### src/rtl/shift_seq_pkg.sv
// Shared constants and state encoding for the shift sequencer.
package shift_seq_pkg;

    localparam logic [1:0] MODE_LOGIC = 2'b00;
    localparam logic [1:0] MODE_ARITH = 2'b01;
    localparam logic [1:0] MODE_ROT   = 2'b10;
    localparam logic [1:0] MODE_ONES  = 2'b11;

    localparam logic DIR_LEFT  = 1'b0;
    localparam logic DIR_RIGHT = 1'b1;

    typedef enum logic [1:0] {
        IDLE  = 2'b00,
        SHIFT = 2'b01,
        DONE  = 2'b10
    } state_t;

endpackage

### src/rtl/shift_sequencer_shift_4_bit.sv
// 4-bit one-position shifter: sel=0 shifts left, sel=1 shifts right.
// Caller supplies the bits entering at either end.
module shift_4_bit
    import shift_seq_pkg::*;
(
    input  logic [3:0] a,
    input  logic       sel,
    input  logic       shift_in_left,
    input  logic       shift_in_right,
    output logic [3:0] s,
    output logic       bb_left,
    output logic       bb_right
);

    // One-position shift with the bits that fall off each end exposed.
    always_comb begin
        s        = a;
        bb_left  = a[3];
        bb_right = a[0];
        if (sel == DIR_RIGHT) begin
            s = {shift_in_left, a[3:1]};
        end else begin
            s = {a[2:0], shift_in_right};
        end
    end

endmodule

### src/rtl/shift_sequencer.sv
// Multi-cycle shift/rotate controller stepping shift_4_bit once per clock.
module shift_sequencer
    import shift_seq_pkg::*;
#(
    parameter int AMT_W = 3
) (
    input  logic             clk,
    input  logic             rst,
    input  logic             in_valid,
    output logic             in_ready,
    input  logic [3:0]       in_data,
    input  logic [AMT_W-1:0] in_amt,
    input  logic             in_dir,
    input  logic [1:0]       in_mode,
    output logic             out_valid,
    input  logic             out_ready,
    output logic [3:0]       out_data,
    output logic             out_carry,
    output logic             busy
);

    state_t           state_q, state_n;
    logic [3:0]       data_q, data_n;
    logic [AMT_W-1:0] cnt_q, cnt_n;
    logic             dir_q, dir_n;
    logic [1:0]       mode_q, mode_n;
    logic             carry_q, carry_n;

    logic             fill;
    logic [3:0]       step_s;
    logic             step_bb_left;
    logic             step_bb_right;

    shift_4_bit u_step (
        .a              (data_q),
        .sel            (dir_q),
        .shift_in_left  (fill),
        .shift_in_right (fill),
        .s              (step_s),
        .bb_left        (step_bb_left),
        .bb_right       (step_bb_right)
    );

    // Fill bit for the current step; rotate recirculates the bit falling off.
    always_comb begin
        fill = 1'b0;
        unique case (mode_q)
            MODE_LOGIC: fill = 1'b0;
            MODE_ARITH: fill = (dir_q == DIR_RIGHT) ? data_q[3] : 1'b0;
            MODE_ROT:   fill = (dir_q == DIR_RIGHT) ? data_q[0] : data_q[3];
            MODE_ONES:  fill = 1'b1;
            default:    fill = 1'b0;
        endcase
    end

    // Next-state and datapath update for IDLE -> SHIFT* -> DONE sequencing.
    always_comb begin
        state_n = state_q;
        data_n  = data_q;
        cnt_n   = cnt_q;
        dir_n   = dir_q;
        mode_n  = mode_q;
        carry_n = carry_q;
        unique case (state_q)
            IDLE: begin
                if (in_valid) begin
                    data_n  = in_data;
                    cnt_n   = in_amt;
                    dir_n   = in_dir;
                    mode_n  = in_mode;
                    carry_n = 1'b0;
                    state_n = (in_amt != '0) ? SHIFT : DONE;
                end
            end
            SHIFT: begin
                data_n  = step_s;
                carry_n = (dir_q == DIR_RIGHT) ? step_bb_right : step_bb_left;
                cnt_n   = cnt_q - AMT_W'(1);
                if (cnt_q == AMT_W'(1)) begin
                    state_n = DONE;
                end
            end
            DONE: begin
                if (out_ready) begin
                    state_n = IDLE;
                end
            end
            default: state_n = IDLE;
        endcase
    end

    // State and datapath registers; reset clears everything.
    always_ff @(posedge clk) begin
        if (rst) begin
            state_q <= IDLE;
            data_q  <= '0;
            cnt_q   <= '0;
            dir_q   <= 1'b0;
            mode_q  <= '0;
            carry_q <= 1'b0;
        end else begin
            state_q <= state_n;
            data_q  <= data_n;
            cnt_q   <= cnt_n;
            dir_q   <= dir_n;
            mode_q  <= mode_n;
            carry_q <= carry_n;
        end
    end

    assign in_ready  = (state_q == IDLE);
    assign busy      = (state_q != IDLE);
    assign out_valid = (state_q == DONE);
    assign out_data  = data_q;
    assign out_carry = carry_q;

endmodule

### config.mk
export PLATFORM = sky130hd
export DESIGN_NAME = shift_sequencer
export DESIGN_NICKNAME = d
export VERILOG_FILES = /design/src/rtl/shift_seq_pkg.sv /design/src/rtl/shift_sequencer_shift_4_bit.sv /design/src/rtl/shift_sequencer.sv
export SDC_FILE = /design/constraint.sdc
export NUM_CORES = 1
export LEC_CHECK = 0
export BUFFER_PORTS_ARGS = -buffer_cell sky130_fd_sc_hd__buf_2
export CORE_AREA = 2 2 40 45
export CTS_CLUSTER_SIZE = 14
export DETAILED_ROUTE_END_ITERATION = 8
export DIE_AREA = 0 0 42 47
export PLACE_DENSITY = 0.89
export SYNTH_ARGS = -nofsm -noshare
export SYNTH_HDL_FRONTEND = slang
export SYNTH_SLANG_ARGS = --single-unit
### constraint.sdc
create_clock -name clk -period 4.2 [get_ports clk]
set_clock_uncertainty 0.05 [all_clocks]
set_input_delay 0.21 -clock clk [delete_from_list [all_inputs] [get_ports clk]]
set_output_delay 0.21 -clock clk [all_outputs]
set_load 0.1 [all_outputs]
==> out/qor.txt <==
largest delay contributor family on the critical path - buffers and inverters
Initial Util - 0.5062
commonest cells after routing, fill and taps aside - 21 x buf_2, 13 x dfxtp_1, 9 x inv_1, 9 x nor2_1
Post-Route WL - 1.687 mm
combinational share of power - 0.429
P_leak - 0.0003977 uW
port buffer count - 21
ratio of cells with drive above 1 in the final layout - 0.3019
worst skew pair latency - 0.28 ns
Fin Setup TNS - 0 ns
CP Capture Type - primary output
Final #Nets - 123
flops & latches, synth - 13
sequential area share after synthesis - 0.3382
total track usage - 0.1900
hpwl dp - 1.262 mm
Cell variety after synth - 40
initial antenna violation count - 0
Die ar. - 1974 sq um
Synth Instances - 88
Final Hold Viols - 0
Clock Power Share - 0.184
fmax - 553.0 MHz
crit path DAT - 1.55 ns
max-slew violation count - 0
I/O pin count - 22
initial DRC count - 25
synthesized area - 769.5 sq um
first-pass GRT wire length - 2.773 mm
total CTS buffers - 3
postcts setup bufs - 0
maxcap violations - 0
Setup-failing EPs final - 0
Vias - 728
Synth Flop Type - dfxtp_1
slowest stage cell, crit path - dfxtp_1
most common cell after layout, fill and taps aside - buf_2
Synth Area per Inst - 8.744 sq um
RePlAce Congestion - 0.7654
Hold Path Class - in -> reg
clock tree sinks - 13
Die Wd - 42 um
largest net degree at the start of global routing - 15
Post-synth EDFFs - 0
RSZ-0062 raised after global routing - false
crit-path cells - or2_2 -> inv_2 -> buf_2
ys async rst share - 0
die height - 47 um
area post-placement - 854.6 sq um
post-synth top area share - 0.3382
Internal Pwr Total - 227.2 uW
CTS tree - yes
area delta synth->final - 14.47%
largest area contributor in the netlist - dfxtp_1
Crit path largest cell delay - 0.45 ns
Post-Layout Inst Area - 880.8 sq um
syn_nets - 104
Sw Pwr - 194.6 uW
cts repair resizes - 0
worst-path fanout max - 14
# fillers - 142
Tmin final - 1.808 ns
diode count - 0
Slew HR - 0.6783
share of power burned in registers - 0.387
switching part of the total power - 0.4614
Hold Buf Count CTS - 0
startpoint types - register
Vias/cell - 5.919
Avg WL per Cell - 13.72 um
most area-consuming cells after synthesis - dfxtp_1 34%, mux2i_1 6.5%, inv_1 4.4%
kind of critical path - reg -> out
Worst Slack Setup Final - 2.392 ns
peak supply drop - 171.5 uV
CP required - 3.94 ns
DRC errors left - 0
period utilisation layout - 0.4305
GRT overflow - 0
status - complete, no violations
Clock Path Buffers - 2
std cell rows - 15
drt pass-1 iters - 4
Routed Antenna Nets - 0
pwr dens - 478.9 nW/um^2
WP buf/inv - 2
H-tree levels - 1
FF-to-FF setup slack - 2.62 ns
number of global-route vias before repair - 680
YS warnings - 0
Tightest Pin Transition - 0.4859 ns
DP Worst Slack - 2.623 ns
CTS Root Cell - clkbuf_4
Core Region - 1520 sq um
Worst-path clk slew - 0.08 ns
## per-stage QoR
step	total power (uW)	utilization	std cells	hold slack, ns
3_3_place_gp	340.2	0.5621	119	0.3947
4_1_cts	423.0	0.5794	123	0.1184
6_report	421.8	0.5794	123	0.1158
2_1_floorplan	319.5	-	88	0.3072
5_1_grt	442.0	0.5794	123	0.1334
3_5_place_dp	346.3	0.5621	119	0.4032
## worst paths after layout
path         cells after the start                endpoint                     from
min reg2reg                      2   cnt_q[1]$_SDFFE_PP0P_    cnt_q[1]$_SDFFE_PP0P_
max reg2reg                      3   cnt_q[2]$_SDFFE_PP0P_  state_q[0]$_SDFFE_PP0P_
max                              3                in_ready  state_q[0]$_SDFFE_PP0P_
min                              3  mode_q[0]$_SDFFE_PP0P_               in_mode[0]
## Yosys cell counts, drive strengths merged, types with 2 or more instances
| library cell | count |
|---|---|
| a211oi | 3 |
| nand2 | 5 |
| nand3 | 2 |
| mux2i | 5 |
| nor2b | 2 |
| inv | 10 |
| mux2 | 3 |
| a21oi | 4 |
| dfxtp | 13 |
| buf | 6 |
| nor2 | 9 |
| ha | 2 |
## metal layers
metal / part of all wire / vias up / track usage / wire, um
li1: - / 347 / - / -
met1: 0.42 / 344 / 0.2163 / 709
met2: 0.49 / 28 / 0.3406 / 825
met3: 0.057 / 9 / 0.02308 / 97
met4: 0.033 / 0 / 0.1355 / 55
met5: 0 / - / 0 / 0
## power by group through the flow
| stage | clock network [uW] | registers, uW | logic, uW |
|---|---|---|---|
| 6_report | 77.5 | 163 | 181 |
| 5_1_grt | 84.7 | 166 | 191 |
| 4_1_cts | 78.7 | 163 | 182 |
| 3_5_place_dp | 0 | 165 | 181 |
| 3_3_place_gp | 0 | 163 | 177 |
| 2_1_floorplan | 0 | 176 | 143 |
## final cells by class
cell class                      instances  area [sq um]  share of cell area
Tap cell                               17         21.27             0.02415
Timing Repair Buffer                   21         105.1              0.1193
Multi-Input combinational cell         58         430.4              0.4886
Inverter                               10         37.54             0.04261
Clock buffer                            4         26.28             0.02983
Sequential cell                        13         260.3              0.2955
## logic make-up (layout without fill, tap and decap cells)
family / count (synthesis) / after routing / share of synthesized area
muxes: 8 / 8 / 0.1089
DFF: 13 / 13 / 0.3382
buffers and inverters: 17 / 35 / 0.1024
adders and majority gates: 2 / 2 / 0.03252
AOI/OAI and AO/OA: 22 / 22 / 0.2390
and+or+nand+nor: 26 / 26 / 0.1789
## flip-flops by register name (all words and copies together) (netlist names)
signal	flops
out_data	4
mode_q	2
state_q	2
dir_q	1
cnt_q	3
out_carry	1
## worst register-to-register path: stages, from the launching register on
cell and delay, ns:
dfxtp_1 0.61, and2b_1 0.36, a211oi_2 0.12, a2111oi_2 0.34
Power figures use the tool's default switching activity.
